$ cat config.mk
export PLATFORM = sky130hd
export DESIGN_NAME = mem_port_arbiter_flat
export DESIGN_NICKNAME = d
export VERILOG_FILES = /design/src/rtl/mem_port_arbiter_pkg.sv /design/src/rtl/mem_port_arbiter_if.sv /design/src/rtl/mem_port_arbiter_sat_counter.sv /design/src/rtl/mem_port_arbiter.sv /design/src/flat_wrapper.sv
export SDC_FILE = /design/constraint.sdc
export NUM_CORES = 1
export LEC_CHECK = 0
export CORE_MARGIN = 1
export CORE_UTILIZATION = 30
export CTS_CLUSTER_SIZE = 28
export DETAILED_ROUTE_END_ITERATION = 8
export HOLD_SLACK_MARGIN = 0.06
export SLEW_MARGIN = 15
export SYNTH_ARGS = -nofsm -noshare
export SYNTH_HDL_FRONTEND = slang
export SYNTH_SLANG_ARGS = --single-unit
$ cat constraint.sdc
create_clock -name clk -period 1.9 [get_ports clk]
set_clock_uncertainty 0.15 [all_clocks]
set_input_delay 0.38 -clock clk [delete_from_list [all_inputs] [get_ports clk]]
set_output_delay 0.38 -clock clk [all_outputs]
set_load 0.005 [all_outputs]
$ cat src/rtl/mem_port_arbiter_pkg.sv
// Shared definitions for the unified-memory port arbiter.
//   - FSM state encoding (2-bit IDLE / BUSY_I / BUSY_D)
//   - grant-owner encoding (GNT_IF / GNT_D)
//   - pick_grant(): chooses the owner of the next transaction in IDLE
package mem_port_arbiter_pkg;

  localparam logic [1:0] IDLE   = 2'd0;
  localparam logic [1:0] BUSY_I = 2'd1;
  localparam logic [1:0] BUSY_D = 2'd2;

  typedef enum logic [1:0] {
    ST_IDLE   = IDLE,
    ST_BUSY_I = BUSY_I,
    ST_BUSY_D = BUSY_D
  } arb_state_t;

  typedef enum logic {
    GNT_IF = 1'b0,
    GNT_D  = 1'b1
  } gnt_t;

  // Only meaningful when at least one request is pending. A lone requester
  // always wins; on a conflict the data side wins unless prefer_if is set
  // (round-robin build, data side owned the previous grant).
  function automatic gnt_t pick_grant(input logic if_req, input logic d_req,
                                      input logic prefer_if);
    return (if_req && (!d_req || prefer_if)) ? GNT_IF : GNT_D;
  endfunction

endpackage

$ cat src/rtl/mem_port_arbiter_if.sv
// Bundle of every handshake/bus signal around the arbiter.
//   IF side  : if_req, if_addr -> if_ack, if_rdata, if_stall
//   D side   : d_req, d_we, d_addr, d_wdata -> d_ack, d_rdata, d_stall
//   Memory   : mem_valid, mem_we, mem_addr, mem_wdata -> mem_rdy, mem_rdata
// Modports:
//   slave  - the arbiter itself (serves the stages, drives the memory)
//   master - the environment: pipeline requesters plus the memory model
interface mem_port_arbiter_if #(
  parameter int ADDR_W = 32,
  parameter int DATA_W = 32
);
  logic              if_req;
  logic [ADDR_W-1:0] if_addr;
  logic              if_ack;
  logic [DATA_W-1:0] if_rdata;
  logic              if_stall;

  logic              d_req;
  logic              d_we;
  logic [ADDR_W-1:0] d_addr;
  logic [DATA_W-1:0] d_wdata;
  logic              d_ack;
  logic [DATA_W-1:0] d_rdata;
  logic              d_stall;

  logic              mem_valid;
  logic              mem_we;
  logic [ADDR_W-1:0] mem_addr;
  logic [DATA_W-1:0] mem_wdata;
  logic              mem_rdy;
  logic [DATA_W-1:0] mem_rdata;

  modport slave (
    input  if_req, if_addr, d_req, d_we, d_addr, d_wdata, mem_rdy, mem_rdata,
    output if_ack, if_rdata, if_stall, d_ack, d_rdata, d_stall,
           mem_valid, mem_we, mem_addr, mem_wdata
  );

  modport master (
    output if_req, if_addr, d_req, d_we, d_addr, d_wdata, mem_rdy, mem_rdata,
    input  if_ack, if_rdata, if_stall, d_ack, d_rdata, d_stall,
           mem_valid, mem_we, mem_addr, mem_wdata
  );

endinterface

$ cat src/rtl/mem_port_arbiter_sat_counter.sv
// mem_arb_sat_counter: up-counter that sticks at all-ones.
//   clk, rst_n : clock, async active-low reset (clears to 0)
//   en         : count request for this cycle
//   cnt        : current value
module mem_arb_sat_counter #(
  parameter int WIDTH = 16
) (
  input  logic             clk,
  input  logic             rst_n,
  input  logic             en,
  output logic [WIDTH-1:0] cnt
);

  always_ff @(posedge clk or negedge rst_n) begin
    if (!rst_n)
      cnt <= '0;
    else if (en && (cnt != '1))
      cnt <= cnt + WIDTH'(1);
  end

endmodule

$ cat src/rtl/mem_port_arbiter.sv
// mem_port_arbiter: shares one single-ported, variable-latency memory between
// the instruction-fetch stage (read-only) and the MEM stage (read/write).
// One transaction at a time; acks are one-cycle registered pulses and the
// stall outputs are req && !ack.
//
// Ports
//   clk, rst_n    : clock, asynchronous active-low reset
//   bus (slave)   : requester and memory handshakes, see mem_port_arbiter_if
//   conflict_cnt  : saturating count of IDLE cycles with both requests pending
//
// Build option
//   MEM_ARB_RR_EN : when defined, conflicts are resolved round-robin
//                   (opposite of the last grant); otherwise the data side
//                   always wins a conflict.
module mem_port_arbiter
  import mem_port_arbiter_pkg::*;
#(
  parameter int ADDR_W = 32,
  parameter int DATA_W = 32,
  parameter int CNT_W  = 16
) (
  input  logic             clk,
  input  logic             rst_n,
  mem_port_arbiter_if.slave bus,
  output logic [CNT_W-1:0] conflict_cnt
);

  arb_state_t state, state_nxt;
  gnt_t       gnt_sel;
  logic       grant;      // IDLE with a request: start a transaction this edge
  logic       done;       // BUSY with mem_rdy: retire the transaction this edge
  logic       prefer_if;
  logic       conflict;

  logic              mem_valid_q, mem_we_q;
  logic [ADDR_W-1:0] mem_addr_q;
  logic [DATA_W-1:0] mem_wdata_q;
  logic              if_ack_q, d_ack_q;
  logic [DATA_W-1:0] if_rdata_q, d_rdata_q;

`ifdef MEM_ARB_RR_EN
  gnt_t last_grant;

  always_ff @(posedge clk or negedge rst_n) begin
    if (!rst_n)
      last_grant <= GNT_IF;
    else if (grant)
      last_grant <= gnt_sel;
  end

  assign prefer_if = (last_grant == GNT_D);
`else
  assign prefer_if = 1'b0;
`endif

  assign gnt_sel  = pick_grant(bus.if_req, bus.d_req, prefer_if);
  assign conflict = (state == ST_IDLE) && bus.if_req && bus.d_req;

  // ---------------------------------------------------------------- FSM
  always_ff @(posedge clk or negedge rst_n) begin
    if (!rst_n)
      state <= ST_IDLE;
    else
      state <= state_nxt;
  end

  // mem_rdy outside BUSY is not ours and is dropped here.
  always_comb begin
    state_nxt = state;
    grant     = 1'b0;
    done      = 1'b0;
    unique case (state)
      ST_IDLE: begin
        if (bus.if_req || bus.d_req) begin
          grant     = 1'b1;
          state_nxt = (gnt_sel == GNT_IF) ? ST_BUSY_I : ST_BUSY_D;
        end
      end
      ST_BUSY_I, ST_BUSY_D: begin
        if (bus.mem_rdy) begin
          done      = 1'b1;
          state_nxt = ST_IDLE;
        end
      end
      default: state_nxt = ST_IDLE;
    endcase
  end

  // ----------------------------------------------------------- datapath
  // The memory request is a latched copy, so requester inputs may wander
  // while BUSY without disturbing the memory. The ack cycle is IDLE, so a
  // request still asserted there is granted immediately.
  always_ff @(posedge clk or negedge rst_n) begin
    if (!rst_n) begin
      mem_valid_q <= 1'b0;
      mem_we_q    <= 1'b0;
      mem_addr_q  <= '0;
      mem_wdata_q <= '0;
      if_ack_q    <= 1'b0;
      d_ack_q     <= 1'b0;
      if_rdata_q  <= '0;
      d_rdata_q   <= '0;
    end else begin
      if_ack_q <= 1'b0;
      d_ack_q  <= 1'b0;
      if (grant) begin
        mem_valid_q <= 1'b1;
        if (gnt_sel == GNT_D) begin
          mem_we_q    <= bus.d_we;
          mem_addr_q  <= bus.d_addr;
          mem_wdata_q <= bus.d_wdata;
        end else begin
          mem_we_q    <= 1'b0;
          mem_addr_q  <= bus.if_addr;
        end
      end else if (done) begin
        mem_valid_q <= 1'b0;
        mem_we_q    <= 1'b0;
        if (state == ST_BUSY_I) begin
          if_ack_q   <= 1'b1;
          if_rdata_q <= bus.mem_rdata;
        end else begin
          d_ack_q <= 1'b1;
          // a store leaves the last load value visible
          if (!mem_we_q)
            d_rdata_q <= bus.mem_rdata;
        end
      end
    end
  end

  assign bus.mem_valid = mem_valid_q;
  assign bus.mem_we    = mem_we_q;
  assign bus.mem_addr  = mem_addr_q;
  assign bus.mem_wdata = mem_wdata_q;
  assign bus.if_ack    = if_ack_q;
  assign bus.if_rdata  = if_rdata_q;
  assign bus.d_ack     = d_ack_q;
  assign bus.d_rdata   = d_rdata_q;

  // Stall every cycle of a request except the one carrying its ack.
  assign bus.if_stall  = bus.if_req && !if_ack_q;
  assign bus.d_stall   = bus.d_req  && !d_ack_q;

  // ------------------------------------------------------ conflict count
  mem_arb_sat_counter #(.WIDTH(CNT_W)) u_conflict_cnt (
    .clk   (clk),
    .rst_n (rst_n),
    .en    (conflict),
    .cnt   (conflict_cnt)
  );

endmodule

$ cat src/flat_wrapper.sv
// flat-port wrapper written by rule: the top's interface ports become plain ports
module mem_port_arbiter_flat import mem_port_arbiter_pkg::*;
#(
  parameter int ADDR_W = 32,
  parameter int DATA_W = 32,
  parameter int CNT_W  = 16
)
  (clk, rst_n, conflict_cnt, bus_if_req, bus_if_addr, bus_d_req, bus_d_we, bus_d_addr, bus_d_wdata, bus_mem_rdy, bus_mem_rdata, bus_if_ack, bus_if_rdata, bus_if_stall, bus_d_ack, bus_d_rdata, bus_d_stall, bus_mem_valid, bus_mem_we, bus_mem_addr, bus_mem_wdata);
  mem_port_arbiter_if #(.ADDR_W(ADDR_W), .DATA_W(DATA_W)) bus_i ();
  input  logic clk;
  input  logic rst_n;
  output logic [CNT_W-1:0] conflict_cnt;
  input wire logic [$bits(bus_i.if_req)-1:0] bus_if_req;
  input wire logic [$bits(bus_i.if_addr)-1:0] bus_if_addr;
  input wire logic [$bits(bus_i.d_req)-1:0] bus_d_req;
  input wire logic [$bits(bus_i.d_we)-1:0] bus_d_we;
  input wire logic [$bits(bus_i.d_addr)-1:0] bus_d_addr;
  input wire logic [$bits(bus_i.d_wdata)-1:0] bus_d_wdata;
  input wire logic [$bits(bus_i.mem_rdy)-1:0] bus_mem_rdy;
  input wire logic [$bits(bus_i.mem_rdata)-1:0] bus_mem_rdata;
  output wire logic [$bits(bus_i.if_ack)-1:0] bus_if_ack;
  output wire logic [$bits(bus_i.if_rdata)-1:0] bus_if_rdata;
  output wire logic [$bits(bus_i.if_stall)-1:0] bus_if_stall;
  output wire logic [$bits(bus_i.d_ack)-1:0] bus_d_ack;
  output wire logic [$bits(bus_i.d_rdata)-1:0] bus_d_rdata;
  output wire logic [$bits(bus_i.d_stall)-1:0] bus_d_stall;
  output wire logic [$bits(bus_i.mem_valid)-1:0] bus_mem_valid;
  output wire logic [$bits(bus_i.mem_we)-1:0] bus_mem_we;
  output wire logic [$bits(bus_i.mem_addr)-1:0] bus_mem_addr;
  output wire logic [$bits(bus_i.mem_wdata)-1:0] bus_mem_wdata;
  assign bus_i.if_req = bus_if_req;
  assign bus_i.if_addr = bus_if_addr;
  assign bus_i.d_req = bus_d_req;
  assign bus_i.d_we = bus_d_we;
  assign bus_i.d_addr = bus_d_addr;
  assign bus_i.d_wdata = bus_d_wdata;
  assign bus_i.mem_rdy = bus_mem_rdy;
  assign bus_i.mem_rdata = bus_mem_rdata;
  assign bus_if_ack = bus_i.if_ack;
  assign bus_if_rdata = bus_i.if_rdata;
  assign bus_if_stall = bus_i.if_stall;
  assign bus_d_ack = bus_i.d_ack;
  assign bus_d_rdata = bus_i.d_rdata;
  assign bus_d_stall = bus_i.d_stall;
  assign bus_mem_valid = bus_i.mem_valid;
  assign bus_mem_we = bus_i.mem_we;
  assign bus_mem_addr = bus_i.mem_addr;
  assign bus_mem_wdata = bus_i.mem_wdata;
  mem_port_arbiter #(.ADDR_W(ADDR_W), .DATA_W(DATA_W), .CNT_W(CNT_W)) u_core (.clk(clk), .rst_n(rst_n), .bus(bus_i), .conflict_cnt(conflict_cnt));
endmodule
Word-level counts from Yosys, hierarchy flattened
Cells that the tools add are included.

storage, ports and cells
  output and inout port bits = 150
  bits in writable memories = 0
  bits in read-only memories = 0
  memories = 0
  input bits = 134
  word-level logic and storage cells = 56
  bits in registers = 150
  latch bits = 0

operators by class
  divide/modulo/power cells = 0
  equality and inequality tests = 5
  reductions and logical operators = 17
  shifts and indexed selects = 0
  magnitude comparators = 0
  multiply operators = 0
  $add $sub $neg = 1
  bitwise operators = 4
  mux-type cells = 19

operators by type and width
  kind                                                              count
  32-bit two-way mux                                                1
  16-bit by 1-bit adder with 16-bit output (second input constant)  1
  16-bit inequality test (second input constant)                    1
  1-bit two-way mux                                                 14
  1-bit logical AND                                                 6
  2-bit two-way mux                                                 3
  2-bit inequality test (second input constant)                     2
  1-bit inverter                                                    4
  2-bit one-hot mux with 2 select lines                             1
  2-bit AND reduction                                               2
  4-bit AND reduction                                               1
  1-bit logical NOT                                                 3
  3-bit AND reduction                                               1
  2-bit by 1-bit == test with 1-bit output (second input constant)  1
  2-bit == test (second input constant)                             1
  2-bit logical NOT                                                 1
  2-bit nonzero test                                                1
  2-bit OR reduction                                                1
  1-bit logical OR                                                  1

Depth between registers and ports, before layout
  depth after elaboration = 5
  mapped depth = 8
  depth with buffers taken out = 6

Modules after synthesis
From an unflattened synthesis, not the netlist that was laid out.

second synthesis, totals
  cell total of the unflattened synthesis = 449
  area total of the unflattened synthesis = 6362.4 µm²

modules (own cells, without submodules)
  module               area an instance (µm²)  cells an instance  sequential area each (µm²)  instances
  mem_port_arbiter     5502.8                  377                3353.2                      1
  mem_arb_sat_counter  859.6                   72                 400.4                       1

Least setup slack after synthesis
No wires, ideal clock.

  path kind = flip-flop to flip-flop
  from = reg u_core.state[0]
  to = reg u_core.d_rdata_q[2] (netlist: u_core.bus.d_rdata[2])
  arrival = 1.724 ns
  clock period less this slack = 1.999 ns
  cell stages (with the launch flop) = 9
  library setup time = 0.125 ns
  setup slack = -0.099 ns
  required time = 1.625 ns
  path buffers = 2
  path through = dfrtp_1 inv_1 ha_1 buf_4 clkinv_2 nor2_2 nor4_4 buf_6 mux2_2

between the ends
  word-level cells in the longest chain between the ends = 4
  elaborated cells between the ends (all ways) = 9
  those cells by class = eq/ne: 2; mux: 2; bitwise: 2; reduce/logical: 3

RTL lines
  item                                                     RTL line                 RTL
  start, declared                                          mem_port_arbiter.sv:28   arb_state_t state, state_nxt;
  start signal, assigned                                   mem_port_arbiter.sv:64   state <= state_nxt;
  2-bit == test, or another cell as far along              mem_port_arbiter.sv:72   unique case (state)
  2-bit OR reduction or 1-bit two-way mux (tied branches)  mem_port_arbiter.sv:72
  1-bit two-way mux or 1-bit inverter (tied branches)      n/a
  4-bit AND reduction (no line) (*)                        n/a
  end signal, assigned                                     mem_port_arbiter.sv:126  d_rdata_q <= bus.mem_rdata;
  end, declared                                            mem_port_arbiter.sv:39   logic [DATA_W-1:0] if_rdata_q, d_rdata_q;

Every way passes the cells marked *; elsewhere a longest branch is shown, timed or not.
A chain may end at the register's enable or synchronous reset.

Worst setup path after layout
  from = reg u_core.state[0]
  to = reg u_core.d_rdata_q[29] (netlist: u_core.bus.d_rdata[29])

The elaborated chain is that of the path after synthesis.

==> results.cfg <==
[outcome]
status = finished, final reports clean

[placement]
dp_hpwl_um = 13860
dpl-instance-area_um2 = 9712
place_ws_ns = -0.3886
gp_congestion = 0.7914
place_inst = 1032
io_buffers = 283

[finish]
area_growth_pct = 68.18
layout_commonest_cell = clkdlybuf4s50_1
fin_nets = 948
post_route_cells_drive_above_1_share = 0.2427
fin_area_um2 = 10730
n_fill_cell = 1808
fin_cells = 1095
final_util = 0.5217
final_cell_mix = clkdlybuf4s50_1 (265), dfrtp_1 (146), mux2_2 (70), buf_4 (44), nand3_1 (36)

[yosys]
synth_warnings = 0
syn_avg_cell_area_um2 = 13.20
syn_nets = 620
synth_cell_types = 34
ys_seq_elements = 150
synth_ff_type = dfrtp_1
ys_seq_area_frac = 0.5886
synth_area_leaders = dfrtp_1 (59%), mux2_2 (16%), a221o_1 (5.0%)
synth_edf_count = 0
netlist_area_um2 = 6377
synth_top_area_cell = dfrtp_1
synth_cells = 483
async_flop_share = 1.000
synth_top_area_share = 0.5886

[sta]
tightest_slew_ns = 0.4318
slew_headroom = 0.7121
hold_viol = 0
setup_viol = 0
finalCritPeriodShare = 0.9936
fin_crit_ns = 1.888
rsz0062_at_grt = yes
finalMaxSlewViolations = 0
fmax_ghz = 0.5297
fin_ws_ns = 0.01217

[power]
p_int_w = 0.01159
p_clk_frac = 0.215
ir_drop_uv = 704.2
combPwrFrac = 0.446
power.density_nw_per_um2 = 1530
power_switching_w = 0.004821
seqPwrFrac = 0.339
p_leak_nw = 4.545
swShare = 0.2938

[clock_tree]
numCtsBuffers = 17
clockBufferDepth = 2
clockRootBuffer = clkbuf_16
cts_tree = built
clkSlewWorstSetupHoldPaths_ns = 0.06
clkSinkCount = 150
htreeDepth = 4
clk_latency_ns = 0.41

[critical_path]
reg2reg_slack_ns = 0.01
worst-path-buf-inv = 4
crit_path_max_fanout = 8
critPathCaptureType = register
slowest_delay_ns = 0.38
cp_top_family = buffers and inverters
cpMaxStageDelayCell = dfrtp_1
critPathLaunchType = register
required_ns = 2.05
crit_arrival_ns = 2.04
critical_path.cell_chain = inv_2 > ha_4 > clkinv_4 > nor2_4 > nor4_4 > buf_6 > clkbuf_16 > mux2_2
crit_type = register to register

[floorplanning]
io_pins = 284
core_um2 = 20560
die_area_um2 = 21840
die_w_um = 147.8
fp.dieH_um = 147.8
num_rows = 52
initial_utilization = 0.3102

[detailed_routing]
drtIter0Drc = 157
first_pass_iters = 6
wl_per_cell_um = 18.24
totalWireLength_um = 19970
remaining_drc_errors = 0
via_per_inst = 4.831
drtAntennaViolNets = 0
routed-via-count = 5290

[grt]
grt_overflow = 0
grt_max_degree = 51
track_usage = 0.1808
antenna_found_initial = 1
grt_pass1_wl_um = 30620
met1_usage = 0.2064
first_global_vias = 5663
grt_use_met3 = 0.06019
met2_usage = 0.3217
busiest_layer = met2

[hold_path]
hold_class = primary input to register

[flow_run]
drv_cap = 0
==> path summary, 6_finish.rpt <==
kind	to	cells past startpoint	from
setup reg to reg	u_core.bus.d_rdata[29]	8	u_core.state[0]
hold reg to reg	u_core.bus.d_rdata[31]	1	u_core.bus.d_rdata[31]
setup / recovery	u_core.bus.d_rdata[29]	8	u_core.state[0]
hold / removal	u_core.state[0]	4	bus_if_req
max in group asynchronous	u_core.bus.mem_addr[12]	3	rst_n
min in group asynchronous	u_core.u_conflict_cnt.cnt[14]	2	rst_n
==> cell families (layout without fill, tap and decap cells) <==
logic type / Yosys count / after routing / synth area share
flip-flops: 150 / 150 / 0.5886
AND/OR/NAND/NOR: 109 / 109 / 0.09829
multiplexers: 97 / 97 / 0.1713
AO/OA/AOI/OAI: 73 / 73 / 0.08672
buffers and inverters: 37 / 378 / 0.03002
XOR/XNOR: 14 / 14 / 0.01923
adder cells (fa/ha/maj): 3 / 3 / 0.005886
other: 0 / 1 / 0
==> tightest hold or removal path: stages <==
cell	delay, ns
buf_2	0.15
buf_12	0.16
nand2_1	0.05
a21boi_0	0.07
==> flip-flops by register name (all words and copies together) (netlist names) <==
name	flops
u_core.state	2
u_core.bus.d_rdata	32
u_core.bus.mem_wdata	32
u_core.bus.d_ack	1
u_core.bus.if_ack	1
u_core.bus.mem_addr	32
u_core.bus.mem_valid	1
u_core.u_conflict_cnt.cnt	16
u_core.bus.if_rdata	32
u_core.bus.mem_we	1
==> routing by layer <==
| metal | vias to the layer above | share of wire |
|---|---|---|
| met3 | 18 | 0.075 |
| met4 | 0 | 0.012 |
| met1 | 2659 | 0.40 |
| met2 | 174 | 0.52 |
| met5 | - | 0 |
| li1 | 2439 | - |
==> final cells by class <==
class,count,area [µm²],share of cell area
Sequential cell,150,3759,0.3504
Timing Repair Buffer,342,3430,0.3198
Multi-Input combinational cell,296,2564,0.2390
Clock buffer,20,446.7,0.04165
Tap cell,270,337.8,0.03150
Clock inverter,12,166.4,0.01552
Inverter,4,20.02,0.001867
Antenna cell,1,2.502,0.0002333
==> repair_timing <==
action,CTS,global route
setup buffers,14,11
resized for setup,18,36
hold buffers,1,0
gates cloned,0,4
pin swaps,0,3
hold endpoints to repair,34,0
setup endpoints to repair,53,52
==> cell usage after synthesis (all sizes together), types with 2 or more instances <==
| cell | number |
|---|---|
| dfrtp | 150 |
| nand2 | 10 |
| nor2 | 5 |
| inv | 3 |
| a221o | 32 |
| clkbuf | 16 |
| nand4 | 8 |
| o21ai | 2 |
| xnor2 | 12 |
| nor2b | 2 |
| ha | 3 |
| xor2 | 2 |
| a21oi | 33 |
| and3 | 4 |
| mux2 | 97 |
| nor3 | 3 |
| nand3 | 37 |
| nand2b | 33 |
| and4 | 4 |
| buf | 17 |
==> power groups by stage <==
stage,Sequential [W],Clock [W],Combinational [W]
after floorplan,0.00565,0,0.00253
after global placement,0.00556,0,0.00672
after detailed placement,0.00564,0,0.00685
after CTS,0.00557,0.00365,0.00698
after global routing,0.00576,0.00377,0.00784
final,0.00556,0.00353,0.00732
==> through the flow <==
stage	TNS (ns)	power [W]	hold WS (ns)
5_1_grt	-1.005	0.01738	0.2929
4_1_cts	-1.024	0.01620	0.2715
6_report	0	0.01641	0.2857
3_3_place_gp	-26.92	0.01228	0.1710
2_1_floorplan	0	0.008184	-0.06559
3_5_place_dp	-26.94	0.01249	0.1651
Power figures use the tool's default switching activity.
==> patch 1 (same flow settings) <==
Build with the macro `MEM_ARB_RR_EN` defined.
--- a/src/rtl/mem_port_arbiter.sv
+++ b/src/rtl/mem_port_arbiter.sv
@@ -13,4 +13,6 @@
 //                   (opposite of the last grant); otherwise the data side
 //                   always wins a conflict.
+`define MEM_ARB_RR_EN
+
 module mem_port_arbiter
   import mem_port_arbiter_pkg::*;
Check against the original RTL: not equivalent (Yosys sat finds a counterexample within 4 cycles, from zero or initial values and one cycle with rst_n low).
==> patch 1 against the original RTL <==
  * Sequential cell count is 1 higher
  * Sequential share of layout area grew 0.79 points
  * Synthesized area is 3.5% lower
  * Synthesized cell count decreased by 7.2%
  * Final area is 1.6% lower
  * Power fell by 4.6%
  * Non-clock buffer count decreased by 6
  * Via count fell by 11%
  * Wire length decreased by 12%
  * Maximum frequency is 0.42% lower
  * Worst setup slack got worse by 8.0 ps
  * Critical path type unchanged
  * Critical endpoint is now u_core.bus.d_rdata[10]
  * Largest cell class unchanged
==> patch 1: results (changes against the original RTL) <==
** Run status
- Result of the run: finished clean (unchanged).

** Place
- Dpl cell area :: 9584 µm² (was 9712 µm²)
- Routability Congestion :: 0.7926 (was 0.7914)
- Total half-perimeter wirelength after legalization and detailed placement :: 12,380 µm (was 13,860 µm)

** Routing
- Number of iterations in the first detailed-routing pass :: 4 (was 6)
- The detail-routed net length per standard cell is 16.45 µm (was 18.24 µm).
- The average vias per placed instance is 4.421 (was 4.831).
- The DRC violation total after the first TritonRoute iteration came to 123 (was 157).

** Global route
- Pin count of the biggest net entering global routing :: 68 (was 51)
- The first-pass GRT wire length was 27,660 µm (was 30,620 µm).
- Global-route usage over all layers :: 16.77% (was 18.08%)
- Via count of the first global-routing pass :: 5,151 (was 5,663)

** Pwr
- Leakage power :: 0.004748 µW (was 0.004545 µW)
- VDD IR-drop max :: 0.6694 mV (was 0.7042 mV)

** Final layout
- Fraction of final layout cells with drive strength greater than 1 :: 26.76% (was 24.27%)
- The final layout net count was 920 (was 948).

** Synth
- Synth Net Count :: 585 (was 620)
- Biggest area contributors in the synthesized netlist: dfrtp_1 61%, mux2_2 17%, mux2i_1 5.2% (was dfrtp_1 59%, mux2_2 16%, a221o_1 5.0%).
- The XOR/XNOR share of the synthesized area was 1.851% (was 1.923%).
- The synthesized-area fraction occupied by adder cells is 0.6101% (was 0.5886%).
- Number of unique standard cell types used by synthesis :: 35 (was 34)
- Most common library cells after synthesis :: 151 x dfrtp_1, 95 x mux2_2, 45 x nand2_1, 35 x o21ai_0, 32 x mux2i_1 (was 150 x dfrtp_1, 90 x mux2_2, 37 x nand3_1, 33 x a21oi_1, 33 x nand2b_1)

** CTS
- The quantity of gates resized following cts came to 28 (was 18).

** Worst hold path
- Hold/Removal Path Class :: in -> async (was in -> reg)

** Critical path
- Worst setup endpoint :: u_core.bus.d_rdata[10] (was u_core.bus.d_rdata[29])
patch 1: cell types whose count changed after synthesis, moves of 7 or more:
cell	before	now
nand2b_1	33	1
a21oi_1	33	2
o21ai_0	2	35
mux2i_1	0	32
a221o_1	32	0
clkbuf_1	16	9
xnor2_1	12	0
nand3_1	37	5
nand2_1	10	45
xor2_1	2	13
buf_2	11	2
patch 1: report_power, final:
part | switching (µW) | internal [µW] | leakage, µW
logic | 2360 | 4640 | 0.00264
clock network | 1420 | 1740 | 0.000270
registers | 793 | 4700 | 0.00184
patch 1: worst max-delay path, stage by stage (launching register included):
cell	delay, ps
dfrtp_1	370
inv_2	60
ha_4	170
inv_4	60
a21oi_4	40
nor4_4	220
buf_6	200
clkbuf_16	190
mux2_4	310
patch 1: routing by layer:
layer | vias to the layer above | global-route usage [%] | share of wire, %
met1 | 2306 | 19.00 | 41
met4 | 0 | 5.579 | 1.3
met2 | 143 | 29.64 | 51
met3 | 17 | 5.377 | 6.4
met5 | - | 0 | 0
li1 | 2251 | - | -
patch 1: stage by stage:
stage               hold slack, ps  TNS [ps]  setup slack (ps)  cells  util [%]
global route                 227.3    -257.9            -34.55   1067     52.33
finish                       223.9         0             4.137   1067     52.33
global placement             97.92    -29760            -417.1   1015     47.52
CTS                          208.3    -200.6            -22.19   1062     51.14
detailed placement           98.53    -34250            -475.4   1015     47.52
floorplan                   -65.59         0             1.509    448         -
patch 1: cell type report:
type | count | area, µm²
fillers | 1736 | 9614
flip-flops and latches | 151 | 3782
repair buffers | 336 | 3397
multi-input cells | 272 | 2460
clock buffers | 18 | 439.2
well taps | 270 | 337.8
clock inverters | 14 | 115.1
inverters | 5 | 21.27
diodes | 1 | 2.502
==> patch 2 (same flow settings) <==
Made on the original files. Put a register stage on the output `conflict_cnt`, cleared by the reset. The value now appears one clock later. The other outputs are not delayed to match. Comments in the files are not updated.
--- a/src/rtl/mem_port_arbiter.sv
+++ b/src/rtl/mem_port_arbiter.sv
@@ -25,4 +25,6 @@
   output logic [CNT_W-1:0] conflict_cnt
 );
+
+  logic [CNT_W-1:0] conflict_cnt_d;
 
   arb_state_t state, state_nxt;
@@ -148,6 +150,14 @@
     .rst_n (rst_n),
     .en    (conflict),
-    .cnt   (conflict_cnt)
+    .cnt   (conflict_cnt_d)
   );
+
+  always_ff @(posedge clk or negedge rst_n) begin
+    if (!rst_n) begin
+      conflict_cnt <= '0;
+    end else begin
+      conflict_cnt <= conflict_cnt_d;
+    end
+  end
 
 endmodule
Formal check against the unedited RTL: not equivalent (a bounded check fails within 4 cycles, from zero or initial values and one cycle with rst_n low).
==> patch 2 against the original RTL <==
  * Non-clock buffer count fell by 7
  * Sequential share of layout area rose by 2.2 points
  * Final area rose by 3.9%
  * Power rose by 1.8%
  * Die area rose by 5.3%
  * Worst setup slack improved by 5.0 ps
  * Synthesized area rose by 5.4%
  * Via count rose by 1.4%
  * Largest power group unchanged
  * Sequential cell count rose by 16
  * Wire length rose by 0.93%
  * Synthesized cell count rose by 5.2%
==> patch 2: results (changes against the original RTL) <==
** Routing
- The met1 wire length was 7883 µm (was 7914 µm).
- Met3 Routed Length :: 2022 µm (was 1505 µm)
- The average vias per placed instance is 4.787 (was 4.831).
- The DRC violation total after the first TritonRoute iteration was 231 (was 157).
- The detail-routed net length per standard cell is 17.98 µm (was 18.24 µm).
- The detailed-routed wire length on met2 was 9992 µm (was 10,310 µm).

** Synth
- Sequential share of the synthesized area :: 61.82% (was 58.86%)
- Most common library cells after synthesis: 166 x dfrtp_1, 96 x mux2_2, 37 x o21ai_0 (was 150 x dfrtp_1, 90 x mux2_2, 37 x nand3_1, 33 x a21oi_1, 33 x nand2b_1).
- Number of unique standard cell types used by synthesis :: 35 (was 34)
- Share of async-settable or async-resettable flops after synthesis :: 100.0% (unchanged)

** Pwr
- VDD IR-drop max :: 0.7411 mV (was 0.7042 mV)
- The power per cell area was 1499 nW/µm² (was 1530 nW/µm²).
- Internal Dissipation :: 11,750 µW (was 11,590 µW)

** Place
- The HPWL reported at the end of detailed placement was 14,090 µm (was 13,860 µm).
- The post-placement cell area was 10,190 µm² (was 9712 µm²).

** Final layout
- Filler cell count in the final layout :: 1,899 (was 1,808)
- The final layout net count is 967 (was 948).
- Filler-free cell count of the finished design :: 1,121 (was 1,095)
- Number of antenna cells inserted :: 0 (was 1)
- The share of post-route cells with drive strength above 1 came to 24.14% (was 24.27%).

** Global route
- The pin count of the biggest net entering global routing is 65 (was 51).
- The first-pass GRT wire length was 29,400 µm (was 30,620 µm).
- Via count of the first global-routing pass :: 5,572 (was 5,663)

** STA
- The post-route worst hold slack was 193.0 ps (was 285.7 ps).
- Slew at the pin closest to its max-slew limit :: 574.3 ps (was 431.8 ps)

** Run status
- Result of the run: finished clean (unchanged).

** Critical path
- The worst reg2reg path endpoint is u_core.bus.d_rdata[21] (was u_core.bus.d_rdata[29]).

** Worst hold path
- Hold Path Cell Cnt :: 3 (was 4)
==> patch 2: worst max-delay path by stage <==
| stage | slack (ps) | cells past startpoint | from | endpoint |
|---|---|---|---|---|
| after global placement | -360 | 6 | bus_d_req | u_core.u_conflict_cnt.cnt[12] |
| after floorplan | 2 | 8 | u_core.state[0] | u_core.bus.d_rdata[17] |
| final | 20 | 8 | u_core.state[0] | u_core.bus.d_rdata[21] |
| after detailed placement | -380 | 6 | bus_d_req | u_core.u_conflict_cnt.cnt[12] |
| after CTS | -60 | 6 | u_core.state[0] | u_core.bus.d_rdata[7] |
| after global routing | -50 | 8 | u_core.state[0] | u_core.bus.d_rdata[21] |
==> patch 2: power groups by stage <==
stage	clock, µW	combinational (µW)	sequential (µW)
CTS	3570	6850	5960
finish	3460	7280	5960
global route	3700	7860	6150
global placement	0	6710	5900
floorplan	0	2500	6030
detailed placement	0	6840	5990
==> patch 2: critical path, stage by stage, from the launching register on <==
cell and delay (ps):
dfrtp_1 370, inv_2 60, ha_4 180, inv_4 70, nor2_4 40, nor4_4 220
buf_6 190, clkbuf_16 180, mux2_4 300
==> patch 2: area by class of cell <==
class | count | area share (%)
Clock buffer | 18 | 3.942
Clock inverter | 12 | 1.280
Inverter | 8 | 0.2920
Multi-Input combinational cell | 302 | 23.38
Sequential cell | 166 | 37.28
Tap cell | 280 | 3.144
Timing Repair Buffer | 335 | 30.68
==> patch 2: cells by family (layout without fill, tap and decap cells) <==
group                    Yosys count  after routing  share of synthesized area [%]
AO/OA/AOI/OAI                    107            107                          9.162
AND/OR/NAND/NOR                   82             82                          7.952
buffers and inverters             40            373                          2.458
multiplexers                      98             98                          16.48
adder cells (fa/ha/maj)            3              3                         0.5587
XOR/XNOR                          12             12                          1.564
flip-flops                       166            166                          61.82
==> patch 2: metrics by stage <==
step	total power (µW)	worst slack (ps)
3_3_place_gp	12620	-364.4
3_5_place_dp	12830	-384.5
2_1_floorplan	8535	2.471
6_report	16700	17.12
5_1_grt	17720	-52.89
4_1_cts	16380	-63.46
==> patch 2: repair_timing <==
action / 4_1_cts / 5_1_grt
cloned: 0 / 3
setup buffers: 0 / 7
setup endpoints to repair: 43 / 117
hold endpoints to repair: 114 / 0
hold buffers: 1 / 0
pin swaps: 2 / 4
resized for setup: 9 / 71
==> patch 2: per-layer routing <==
metal / GRT usage (%) / vias up
met5: 0 / -
met4: 5.198 / 0
met3: 7.575 / 17
met2: 29.18 / 201
met1: 18.40 / 2674
li1: - / 2474
